### config.mk
export PLATFORM = sky130hd
export DESIGN_NAME = z16_mem_arbiter
export DESIGN_NICKNAME = d
export VERILOG_FILES = /design/src/rtl/z16_mem_arbiter.sv
export SDC_FILE = /design/constraint.sdc
export NUM_CORES = 1
export LEC_CHECK = 0
export CELL_PAD_IN_SITES_DETAIL_PLACEMENT = 0
export CELL_PAD_IN_SITES_GLOBAL_PLACEMENT = 1
export CORE_MARGIN = 8
export CORE_UTILIZATION = 12
export CTS_CLUSTER_DIAMETER = 80
export DETAILED_ROUTE_END_ITERATION = 6
export GPL_TIMING_DRIVEN = 0
export PLACE_DENSITY_LB_ADDON = 0.1
export SLEW_MARGIN = 30
export SYNTH_ARGS = -nofsm -noshare
export SYNTH_HDL_FRONTEND = slang
export SYNTH_SLANG_ARGS = --single-unit
### constraint.sdc
create_clock -name i_clk -period 3.65 [get_ports i_clk]
set_clock_uncertainty 0.2 [all_clocks]
set_input_delay 0.73 -clock i_clk [delete_from_list [all_inputs] [get_ports i_clk]]
set_output_delay 0.73 -clock i_clk [all_outputs]
set_load 0.02 [all_outputs]
### src/rtl/z16_mem_arbiter.sv
// rtl/z16_mem_arbiter.sv - two-port (fetch/data) arbiter for a single synchronous-read memory
module z16_mem_arbiter #(
  parameter int ADDR_W   = 16,
  parameter int DATA_W   = 16,
  parameter int MAX_WAIT = 3
) (
  input  logic              i_clk,
  input  logic              i_rst,
  input  logic              i_if_req,
  input  logic [ADDR_W-1:0] i_if_addr,
  output logic              o_if_ack,
  output logic              o_if_rvalid,
  output logic [DATA_W-1:0] o_if_rdata,
  input  logic              i_d_req,
  input  logic              i_d_we,
  input  logic [ADDR_W-1:0] i_d_addr,
  input  logic [DATA_W-1:0] i_d_wdata,
  output logic              o_d_ack,
  output logic              o_d_rvalid,
  output logic [DATA_W-1:0] o_d_rdata,
  output logic              o_mem_en,
  output logic              o_mem_we,
  output logic [ADDR_W-1:0] o_mem_addr,
  output logic [DATA_W-1:0] o_mem_wdata,
  input  logic [DATA_W-1:0] i_mem_rdata
);

  // Counter is 4 bits wide so any MAX_WAIT in 1..15 fits.
  localparam logic [3:0] WAIT_MAX = 4'(MAX_WAIT);

  logic [3:0] wait_cnt;
  logic       if_rd;
  logic       d_rd;
  logic       force_if;

  // Grant decision: data wins by default, fetch wins once it has been denied MAX_WAIT times in a row.
  always_comb begin
    force_if = i_if_req && (wait_cnt == WAIT_MAX);
    o_if_ack = !i_rst && i_if_req && (!i_d_req || force_if);
    o_d_ack  = !i_rst && i_d_req && !o_if_ack;
  end

  // Memory command mux; all fields are forced to zero when nothing is granted.
  always_comb begin
    o_mem_en    = o_if_ack | o_d_ack;
    o_mem_we    = 1'b0;
    o_mem_addr  = '0;
    o_mem_wdata = '0;
    if (o_if_ack) begin
      o_mem_addr = i_if_addr;
    end else if (o_d_ack) begin
      o_mem_we    = i_d_we;
      o_mem_addr  = i_d_addr;
      o_mem_wdata = i_d_wdata;
    end
  end

  // Starvation counter and read tag that steers the returning memory data to its requester.
  always_ff @(posedge i_clk) begin
    if (i_rst) begin
      wait_cnt <= '0;
      if_rd    <= 1'b0;
      d_rd     <= 1'b0;
    end else begin
      if_rd <= o_if_ack;
      d_rd  <= o_d_ack & ~i_d_we;
      if (!i_if_req || o_if_ack) begin
        wait_cnt <= '0;
      end else if (wait_cnt != WAIT_MAX) begin
        wait_cnt <= wait_cnt + 4'd1;
      end
    end
  end

  // Read returns; gating with reset kills a read tagged in the cycle just before reset.
  always_comb begin
    o_if_rvalid = if_rd & ~i_rst;
    o_d_rvalid  = d_rd & ~i_rst;
    o_if_rdata  = o_if_rvalid ? i_mem_rdata : '0;
    o_d_rdata   = o_d_rvalid ? i_mem_rdata : '0;
  end

endmodule
=== After elaboration in Yosys (flattened, before gate mapping) ===
Index checks and enable logic that the tools add are counted.

* Flip-flop bits (word level): 6
* Output and inout port bits: 70
* Input bits: 69
* Logic and storage cells: 32

* Mux-type cells: 8
* Reduce and logical (&&, ||, !) cells: 12
* Bitwise logic cells: 6
* $add $sub $neg: 1
* Equal/unequal tests: 2

{| class="wikitable"
|+ Operators by type and width
! operator !! count
|-
| $mux 16 || 6
|-
| $logic_and 1x1->1 || 5
|-
| $add 4x1->4 const B || 1
|-
| $eq 4x2->1 const B || 1
|-
| $logic_not 1->1 || 4
|-
| $ne 4x2->1 const B || 1
|-
| $and 1x1->1 || 3
|-
| $logic_or 1x1->1 || 2
|-
| $mux 1 || 2
|-
| $not 1->1 || 2
|-
| $reduce_or 2->1 || 1
|-
| $or 1x1->1 || 1
|}

=== Depth between registers and ports, before layout ===
* Word-level depth: 8
* Depth in mapped cells: 6
* Mapped depth without buffers: 4

=== Worst setup path after synthesis ===
OpenSTA, ideal clock, no wires.

* Path type: input -> output
* Start point: in i_rst
* End point: out o_mem_addr[10]
* Data required time: 2.720 ns
* Buffers on the path: 1
* Cell stages on the path: 4
* Arrival time: 1.678 ns
* Path slack: 1.042 ns
* Cells stage by stage: nand2b_1 a21oi_2 buf_4 a22o_1

* Cells in the longest elaborated chain, start to end: 7
* Elaborated cells between the ends (all ways): 8
* Classes of those cells: mux: 2; reduce/logical: 6

{| class="wikitable"
|+ RTL lines
! element !! line !! RTL
|-
| from (decl) || 8 || <nowiki>input logic i_rst,</nowiki>
|-
| $logic_not 1->1 * || 39 || <nowiki>o_if_ack = !i_rst && i_if_req && (!i_d_req || force_if);</nowiki>
|-
| $logic_and 1x1->1 * (2 in a row) || 39 ||
|-
| net o_if_ack || 11 || <nowiki>output logic o_if_ack,</nowiki>
|-
| $logic_not 1->1 || 40 || <nowiki>o_d_ack = !i_rst && i_d_req && !o_if_ack;</nowiki>
|-
| $logic_and 1x1->1 || 40 ||
|-
| $mux 16 || 51 || <nowiki>end else if (o_d_ack) begin</nowiki>
|-
| $mux 16 * || 49 || <nowiki>if (o_if_ack) begin</nowiki>
|-
| to (decl) || 23 || <nowiki>output logic [ADDR_W-1:0] o_mem_addr,</nowiki>
|}

The timed path passes the listed nets; every way through them passes the cells marked *.

=== Final worst setup path ===
* Start point: in i_rst
* End point: out o_mem_addr[0]

* Cells in the longest elaborated chain, start to end: 7
* Elaborated cells between the ends (all ways): 8
* Classes of those cells: mux: 2; reduce/logical: 6

{| class="wikitable"
|+ RTL lines
! element !! line
|-
| $logic_not 1->1 * || 39, 40
|-
| $logic_and 1x1->1 (2 in a row) || 39
|-
| $logic_not 1->1 || 40
|-
| $logic_and 1x1->1 || 40
|-
| $mux 16 || 51
|-
| $mux 16 * || 49
|}

Every way passes the cells marked *; elsewhere a longest branch is shown, timed or not.

==> impl_metrics.env <==
export IMPL_postCtsHoldBufs=0
export IMPL_synth_seq_cells=6
export IMPL_area_delta_synth_final_pct=204.5
export IMPL_synthDistinctLibCells=21
export IMPL_grt_pass1_vias=1360
export IMPL_htree_levels=1
export IMPL_yosysMostFrequentCell="and2_1"
export IMPL_ys_seq_area_share_pct=15.56
export IMPL_path_clk_slew_ns=0.03
export IMPL_clkSinkCount=6
export IMPL_overflow=0
export IMPL_grt_max_degree=11
export IMPL_vias=1249
export IMPL_critPathKind="primary input to output pin"
export IMPL_p_per_area_nw_per_um2=157.8
export IMPL_rsz0062_at_grt="no"
export IMPL_timing_slew_headroom_pct=78.88
export IMPL_clk_insertion_delay_late_ns=0.22
export IMPL_cts_buffer_depth=2
export IMPL_regArea_um2=120.1
export IMPL_crit_required_ns=2.72
export IMPL_die_w_um=96.21
export IMPL_start_kind="primary input"
export IMPL_finalSetupTns_ns=0
export IMPL_syn_inst=101
export IMPL_final_hold_violation_count=0
export IMPL_rows=29
export IMPL_die_height_um=96.21
export IMPL_coreArea_um2=6277
export IMPL_ios=139
export IMPL_drt_iter0_markers=21
export IMPL_hp_class="register to register"
export IMPL_worst_ep_arrival_time_ns=2.61
export IMPL_cp_end_kind="output pin"
export IMPL_finalWeightedCongestion=0.7133
export IMPL_die_area_um2=9255
export IMPL_ant_nets=0
export IMPL_cts_buffers=3
export IMPL_tightest_slew_ns=0.3162
export IMPL_vdd_ir_drop_max_mv=0.1141
export IMPL_netlist_area_um2=772.0
export IMPL_setup_viol=0
export IMPL_synth_edf_count=0
export IMPL_tritoncts="built"
export IMPL_post_dp_hpwl_mm=4.152
export IMPL_grt_use_total_pct=9.320
export IMPL_synth_area_top_cells="and2_1 40%, a22o_1 18%, dfxtp_1 16%, buf_6 5.8%, nor2b_1 2.4%"
export IMPL_crit_fanout=6
export IMPL_nFillCells=653
export IMPL_drc=0
export IMPL_multi_input_area_um2=595.6
export IMPL_viasPerCell=3.891
export IMPL_timing_final_crit_share_pct=96.92
export IMPL_synth_top_area_share_pct=39.71
export IMPL_ys_warn_count=0
export IMPL_wl_mm=4.668
export IMPL_synth_async_reset_ratio_pct=0
export IMPL_nets=316
export IMPL_power_leakage_nw=1.068
export IMPL_diodes=0
export IMPL_synthTopCellsByCount="49 x and2_1, 16 x a22o_1, 6 x dfxtp_1"
export IMPL_io_buffers=138
export IMPL_cts_root_buf="clkbuf_8"
export IMPL_synth_largest_area_cell="and2_1"
export IMPL_placedCellCount=316
export IMPL_drt_pass1_iterations=3
export IMPL_final_cell_count_no_fill=321
export IMPL_antenna_found_initial=0
export IMPL_syn_num_nets=171
export IMPL_fmax_ghz=0.2827
export IMPL_grt_pass1_wl_mm=6.775
export IMPL_drv_slew=0
export IMPL_avgRoutedWirePerCell_um=14.54
export IMPL_ys_flop_type="dfxtp_1"
export IMPL_syn_avg_cell_area_um2=7.643
export IMPL_maxCapViolations=0
export IMPL_status="complete, no violations"
export IMPL_finalCriticalPeriod_ns=3.538
export IMPL_start_util_pct=12.30
export IMPL_drive_gt1_share_pct=6.967
-- worst paths after layout --
| path | startpoint | slack [ns] | depth (start not counted) | endpoint |
|---|---|---|---|---|
| hold reg to reg | wait_cnt[0] | 0.26 | 1 | wait_cnt[0] |
| setup reg to reg | wait_cnt[0] | 1.74 | 6 | d_rd |
| setup / recovery | i_rst | 0.11 | 6 | o_mem_addr[0] |
| hold / removal | wait_cnt[0] | 0.26 | 1 | wait_cnt[0] |
-- flip-flops by register name (all words and copies together), names as in the netlist --
| signal | flops |
|---|---|
| d_rd | 1 |
| wait_cnt | 4 |
| if_rd | 1 |
-- layer usage --
| metal | wire length [um] | track usage, % |
|---|---|---|
| met1 | 1487 | 8.837 |
| met3 | 1230 | 7.800 |
| met5 | 0 | 0 |
| met2 | 1904 | 15.21 |
| met4 | 46 | 2.049 |
-- layout make-up --
type                    instances  share of cell area (%)
repair buffers                140                   60.56
multi-input cells              85                   25.33
flip-flops and latches          6                   5.109
well taps                      77                   4.098
plain buffers                   7                   2.661
clock buffers                   3                   1.756
inverters                       3                  0.4790
-- repair_timing --
action,CTS,global route
buffers inserted,2,0
gates resized for setup,5,13
endpoints found under the setup margin,36,20
endpoints found under the hold margin,0,0
-- worst max-delay path, cell delays in order --
cell             delay, ns
clkdlybuf4s50_1       0.49
nand2b_2              0.29
a21oi_4               0.17
buf_4                 0.16
a22o_1                0.14
clkdlybuf4s50_1       0.61
-- metrics by stage --
step	power [W]	setup WS [ns]	utilization (%)	cell area [um^2]	hold WS, ns
after floorplan	0.0001399	1.042	-	772.0	0.2326
after global placement	0.0002762	-0.2600	35.84	2250	0.2610
after detailed placement	0.0002746	-0.2300	35.84	2250	0.2578
after CTS	0.0003803	0.02074	36.99	2322	0.2629
after global routing	0.0003954	0.007597	37.45	2351	0.3048
final	0.0003710	0.1124	37.45	2351	0.2609
-- power by group --
| part | internal, W | total, W | switching (W) |
|---|---|---|---|
| logic | 0.000127 | 0.000204 | 0.0000770 |
| clock network | 0.0000708 | 0.0000991 | 0.0000283 |
| registers | 0.0000674 | 0.0000680 | 0.000000556 |
| total | 0.000265 | 0.000371 | 0.000106 |
-- layout by cell type, fill, tap and decap left out --
cell             Yosys  final
a211oi_1             1      1
a21oi_1              1      1
a21oi_4              0      1
a22o_1              16     16
and2_1              49     49
buf_4                1      3
buf_6                4      4
clkbuf_2             0      2
clkbuf_8             0      3
clkdlybuf4s50_1      0    127
dfxtp_1              6      6
dlymetal6s2s_1       0     11
ha_1                 1      1
inv_1                3      3
nand2_1              1      1
nand2b_1             2      1
nand2b_2             0      1
nand3_1              1      1
nand3b_1             1      1
nor2_1               2      2
nor2b_1              3      1
nor2b_2              0      2
nor3_1               3      3
o211a_1              1      1
or3b_4               1      1
xor2_1               1      1
-- logic make-up (layout without fill, tap and decap cells) --
family                   count (synthesis)  count (layout)  share of synthesized area [%]
AND/OR/NAND/NOR                         63              63                          50.24
AO/OA/AOI/OAI                           20              20                          22.20
buffers and inverters                   10             153                          9.238
flip-flops                               6               6                          15.56
adder cells (fa/ha/maj)                  1               1                          1.620
XOR/XNOR                                 1               1                          1.135
Note: power is estimated with default switching activity, not from simulation.
